### config.mk
export PLATFORM = sky130hd
export DESIGN_NAME = alu_operand_sequencer
export DESIGN_NICKNAME = d
export VERILOG_FILES = /design/src/rtl/alu_operand_sequencer.sv
export SDC_FILE = /design/constraint.sdc
export NUM_CORES = 1
export LEC_CHECK = 0
export ABC_AREA = 1
export BUFFER_PORTS_ARGS = -buffer_cell sky130_fd_sc_hd__buf_2
export CORE_MARGIN = 1
export CORE_UTILIZATION = 40
export DETAILED_ROUTE_END_ITERATION = 8
export PLACE_DENSITY_LB_ADDON = 0.15
export SYNTH_ARGS = -nofsm -noshare
export SYNTH_HDL_FRONTEND = slang
export SYNTH_SLANG_ARGS = --single-unit
### constraint.sdc
create_clock -name clk -period 2 [get_ports clk]
set_input_delay 0.3 -clock clk [delete_from_list [all_inputs] [get_ports clk]]
set_output_delay 0.3 -clock clk [all_outputs]
set_load 0.02 [all_outputs]
### src/rtl/alu_operand_sequencer.sv
// alu_operand_sequencer
//   Captures two 6-bit two's-complement operands from the slide switches with a
//   single debounced ENTER button, runs one of eight ALU operations on them and
//   presents registered A, B, result and flags to the display stage.
//
// Ports
//   clk        system clock, all state on rising edge
//   reset      synchronous active-high reset
//   sw         operand entry switches (two's complement)
//   op_sel     operation select (0 ADD, 1 SUB, 2 AND, 3 OR, 4 XOR, 5 NOT, 6 SHL, 7 ASR)
//   enter      raw ENTER button, asynchronous, may bounce
//   A, B       captured operands
//   result     ALU result
//   overflow   signed overflow of ADD/SUB
//   zero       result == 0
//   negative   result[5]
//   state_led  one-hot phase indicator (001 load A, 010 load B, 100 exec/show)
module alu_operand_sequencer #(
    parameter int unsigned DEBOUNCE_CYCLES = 16
) (
    input  logic       clk,
    input  logic       reset,
    input  logic [5:0] sw,
    input  logic [2:0] op_sel,
    input  logic       enter,
    output logic [5:0] A,
    output logic [5:0] B,
    output logic [5:0] result,
    output logic       overflow,
    output logic       zero,
    output logic       negative,
    output logic [2:0] state_led
);

    localparam int unsigned CntW = $clog2(DEBOUNCE_CYCLES + 1);
    localparam logic [CntW-1:0] CntLast = CntW'(DEBOUNCE_CYCLES - 1);

    typedef enum logic [1:0] {
        StLoadA,
        StLoadB,
        StExec,
        StShow
    } state_e;

    // ENTER conditioning
    logic            sync1_q, sync2_q;
    logic            deb_q, deb_dly_q;
    logic [CntW-1:0] cnt_q;
    logic            press;

    always_ff @(posedge clk) begin
        if (reset) begin
            sync1_q   <= 1'b0;
            sync2_q   <= 1'b0;
            deb_q     <= 1'b0;
            deb_dly_q <= 1'b0;
            cnt_q     <= '0;
        end else begin
            sync1_q   <= enter;
            sync2_q   <= sync1_q;
            deb_dly_q <= deb_q;
            if (sync2_q == deb_q) begin
                cnt_q <= '0;
            end else if (cnt_q == CntLast) begin
                // Level has differed for DEBOUNCE_CYCLES consecutive cycles.
                deb_q <= sync2_q;
                cnt_q <= '0;
            end else begin
                cnt_q <= cnt_q + 1'b1;
            end
        end
    end

    // Both terms are flops, so press is a clean one-cycle pulse per debounced rise.
    assign press = deb_q & ~deb_dly_q;

    // ALU
    logic [5:0] a_q, b_q, res_q;
    logic       ovf_q, zero_q, neg_q;
    logic [5:0] alu_res;
    logic       alu_ovf;

    always_comb begin
        alu_res = '0;
        alu_ovf = 1'b0;
        unique case (op_sel)
            3'd0: begin
                alu_res = a_q + b_q;
                alu_ovf = (a_q[5] == b_q[5]) && (alu_res[5] != a_q[5]);
            end
            3'd1: begin
                alu_res = a_q - b_q;
                alu_ovf = (a_q[5] != b_q[5]) && (alu_res[5] != a_q[5]);
            end
            3'd2: alu_res = a_q & b_q;
            3'd3: alu_res = a_q | b_q;
            3'd4: alu_res = a_q ^ b_q;
            3'd5: alu_res = ~a_q;
            3'd6: alu_res = {a_q[4:0], 1'b0};
            3'd7: alu_res = {a_q[5], a_q[5:1]};
            default: alu_res = '0;
        endcase
    end

    // Sequencer
    state_e     state_q, state_d;
    logic [5:0] a_d, b_d, res_d;
    logic       ovf_d, zero_d, neg_d;

    always_comb begin
        state_d = state_q;
        a_d     = a_q;
        b_d     = b_q;
        res_d   = res_q;
        ovf_d   = ovf_q;
        zero_d  = zero_q;
        neg_d   = neg_q;
        unique case (state_q)
            StLoadA: begin
                if (press) begin
                    a_d     = sw;
                    state_d = StLoadB;
                end
            end
            StLoadB: begin
                if (press) begin
                    b_d     = sw;
                    state_d = StExec;
                end
            end
            StExec, StShow: begin
                // Re-evaluated every cycle so the user can browse operations.
                res_d  = alu_res;
                ovf_d  = alu_ovf;
                zero_d = (alu_res == 6'd0);
                neg_d  = alu_res[5];
                if (state_q == StExec) begin
                    state_d = StShow;
                end else if (press) begin
                    state_d = StLoadA;
                end
            end
            default: state_d = StLoadA;
        endcase
    end

    always_ff @(posedge clk) begin
        if (reset) begin
            state_q <= StLoadA;
            a_q     <= '0;
            b_q     <= '0;
            res_q   <= '0;
            ovf_q   <= 1'b0;
            zero_q  <= 1'b1;
            neg_q   <= 1'b0;
        end else begin
            state_q <= state_d;
            a_q     <= a_d;
            b_q     <= b_d;
            res_q   <= res_d;
            ovf_q   <= ovf_d;
            zero_q  <= zero_d;
            neg_q   <= neg_d;
        end
    end

    always_comb begin
        state_led = 3'b100;
        unique case (state_q)
            StLoadA: state_led = 3'b001;
            StLoadB: state_led = 3'b010;
            default: state_led = 3'b100;
        endcase
    end

    assign A        = a_q;
    assign B        = b_q;
    assign result   = res_q;
    assign overflow = ovf_q;
    assign zero     = zero_q;
    assign negative = neg_q;

endmodule

==> run_results.csv <==
group,metric,value,unit
timing,worst_slack,0.153,ns
clocking,cts_tree,"done",
logic_synthesis,syn_inst,310,
timing,slew_viol_final,0,
setup_path,worst-path-buf-inv,1,
route,vias,2087,
worst_hold_path,hold_class,"primary input to register",
logic_synthesis,ys_types,29,
grt,antenna_found_initial,0,
timing,finalSetupTns,0,ns
route,wl_per_cell,12.8,um
clocking,insertion_delay,0.28,ns
grt,grt_pass1_vias,1789,
grt,grt_max_degree,22,
timing,fin_crit_sh,92.4,%
power_and_ir_drop,ir_drop,321,uV
clocking,cts_buffers,5,
timing,relSlewSlack,62.1,%
route,dr.pass1.iters,4,
route,viasPerCell,4.99,
timing,fin_skew,0.00430,ns
grt,track_usage,20.4,%
timing,rsz0062_at_grt,"false",
route,ant_nets,0,
route,post-route-drc-count,0,
timing,fin_crit,1.85,ns
finish,final_cell_area,2520,um^2
clocking,clock_tree.root_cell,"clkbuf_8",
logic_synthesis,ys_seq_area_share,28.8,%
finish,fin_cells,418,
place,hpwl,4160,um
logic_synthesis,netlist_area,2160,um^2
place,io_buffers,35,
floorplan,start_util,41.9,%
place,finalWeightedCongestion,0.919,
grt,grt_first_pass_wirelength,8540,um
power_and_ir_drop,totalPowerFinal,1.27,mW
setup_path,r2r_slack,0.15,ns
setup_path,cp_top_family,"adder cells",
power_and_ir_drop,p_leak,1.18,nW
floorplan,core_area,5140,um^2
finish,area_growth,16.8,%
setup_path,r2r_end,"zero$_SDFFE_PP1P_",
clocking,post_cts_resized,0,
finish,drive_gt1_share,19.0,%
logic_synthesis,synthTopCellsByArea,"dfxtp_1 (29%), ha_1 (13%), nand2_1 (9.8%)",
setup_path,r2r-start,"A[0]$_SDFFE_PP0P_",
setup_path,crit_path_end_kind,"register",
logic_synthesis,synth_top_area_share,28.8,%
worst_hold_path,hp-start,"enter",
floorplan,die_area,5690,um^2
place,post-place-cells,410,
timing,tightest_slew,0.568,ns
setup_path,crit_fanout,4,
worst_hold_path,whs_endpoint,"sync1_q$_SDFF_PP0_",
logic_synthesis,synth_warnings,0,
timing,setup-violations-final,0,
clocking,ctsHoldBuffers,0,
run,maxCapViolCount,0,
timing,fmax,541,MHz
setup_path,worstSetupPathType,"register to register",
floorplan,dieWidth,75.4,um
setup_path,crit_required,2.23,ns
route,wl,5350,um
finish,final_nets,384,
floorplan,num_io_pins,36,
clocking,clock_path_buffers,2,
finish,diodes,0,
clocking,post_cts.repair.setup_buffers,0,
setup_path,slowest_stage,"fa_2",
logic_synthesis,synth_nets,347,
grt,grt_overflow,0,
timing,hold-worst-slack,0.218,ns
logic_synthesis,ys_ff_latch,31,
setup_path,worstRegToRegCells,12,
place,place_area,2390,um^2
place,dpl_worst_slack,0.0970,ns
setup_path,worstPathCellList,"inv_1, ha_2, fa_2, nand3b_1, nand2_1, nor2_1, nand2_1, nand2_2, nand2_1, nor2_1, nand3_1, nand2_1",
setup_path,crit_top_cell,"nand2_1",
logic_synthesis,synth_top_cell_by_area,"dfxtp_1",
clocking,clkTransAtPathRegs,0.07,ns
timing,hold_violations,0,
setup_path,cp.arrival,2.08,ns
power_and_ir_drop,powerDensity,502,nW/um^2
setup_path,cpPeakStageDelay,0.51,ns
finish,fin_util,49.0,%
logic_synthesis,avgSynthCellArea,6.95,um^2
worst_hold_path,hold-path-cell-count,3,
run_status,status,"completed",
route,drt_iter0_drc,151,
setup_path,start_kind,"register",
floorplan,fp-row-count,26,
floorplan,dieHeight,75.4,um
clocking,h-tree-depth,2,
clocking,clock_sinks,31,
cell type report:
class,count,area [um^2]
Timing Repair Buffer,41,220
Sequential cell,31,622
Inverter,40,150
Tap cell,70,87.6
Clock inverter,1,7.51
Clock buffer,7,96.3
Fill cell,574,2620
Multi-Input combinational cell,228,1340
power by group:
part | leakage, nW | internal, mW | switching [mW]
sequential | 0.251 | 0.620 | 0.00118
combinational | 0.875 | 0.0257 | 0.0608
clock | 0.0505 | 0.313 | 0.245
metal layers:
metal | share of wire (%) | global-route usage [%] | routed length, um
met4 | 1.0 | 6.17 | 56
met5 | 0 | 0 | 0
met1 | 47 | 29.0 | 2540
met3 | 6.0 | 3.31 | 320
met2 | 46 | 31.8 | 2440
layout by cell type, fill, tap and decap left out, drive strengths merged:
master    Yosys  final
ha           23     23
o22ai         2      2
inv          40     40
buf           6     41
fa            2      2
nand3        25     25
dfxtp        31     31
xor2          2      2
o21bai        1      1
nor3b         2      2
or2           2      2
nor3          1      1
nand4        11     11
nor2         42     42
nand2        57     57
a21oi        27     27
o211ai        2      2
o21ai        27     27
clkinvlp      0      1
nand3b        2      2
clkbuf        5      7
synth_stat cells:
library cell / instances
nand2_1: 56
inv_1: 39
nor2_1: 39
dfxtp_1: 31
a21oi_1: 27
o21ai_0: 26
ha_1: 23
nand3_1: 22
nand4_1: 11
clkbuf_1: 5
buf_6: 4
nand3_2: 3
fa_1: 2
nand3b_1: 2
nor2_4: 2
nor3b_1: 2
o211ai_1: 2
o22ai_1: 2
xor2_1: 2
buf_2: 1
buf_4: 1
inv_2: 1
nand2_4: 1
nor2_2: 1
nor3_2: 1
o21ai_1: 1
o21bai_1: 1
or2_1: 1
or2_2: 1
worst max path at each step:
stage / end / startpoint / cells past startpoint
after floorplan: zero$_SDFFE_PP1P_ / A[0]$_SDFFE_PP0P_ / 12
after global placement: zero$_SDFFE_PP1P_ / A[0]$_SDFFE_PP0P_ / 11
after detailed placement: zero$_SDFFE_PP1P_ / A[2]$_SDFFE_PP0P_ / 12
after CTS: zero$_SDFFE_PP1P_ / A[0]$_SDFFE_PP0P_ / 11
after global routing: zero$_SDFFE_PP1P_ / A[0]$_SDFFE_PP0P_ / 12
final: zero$_SDFFE_PP1P_ / A[0]$_SDFFE_PP0P_ / 12
flip-flops by register name (all words and copies together), names as in the netlist:
signal     cells
sync1_q        1
zero           1
state_q        2
cnt_q          5
B              6
deb_dly_q      1
sync2_q        1
deb_q          1
overflow       1
A              6
result         6
worst min-delay path: stages:
cell    delay [ns]
buf_2         0.07
inv_1         0.03
nor2_1        0.06
cell families (layout without fill, tap and decap cells):
kind of cell	after synthesis	after routing	share of synthesized area (%)
fa+ha+maj	25	25	15.2
compound gates	59	59	14.2
flops	31	31	28.8
simple gates	142	142	30.5
xor+xnor	2	2	0.813
buf+inv	51	89	10.5
No activity file was read; power rests on OpenSTA's default activity.
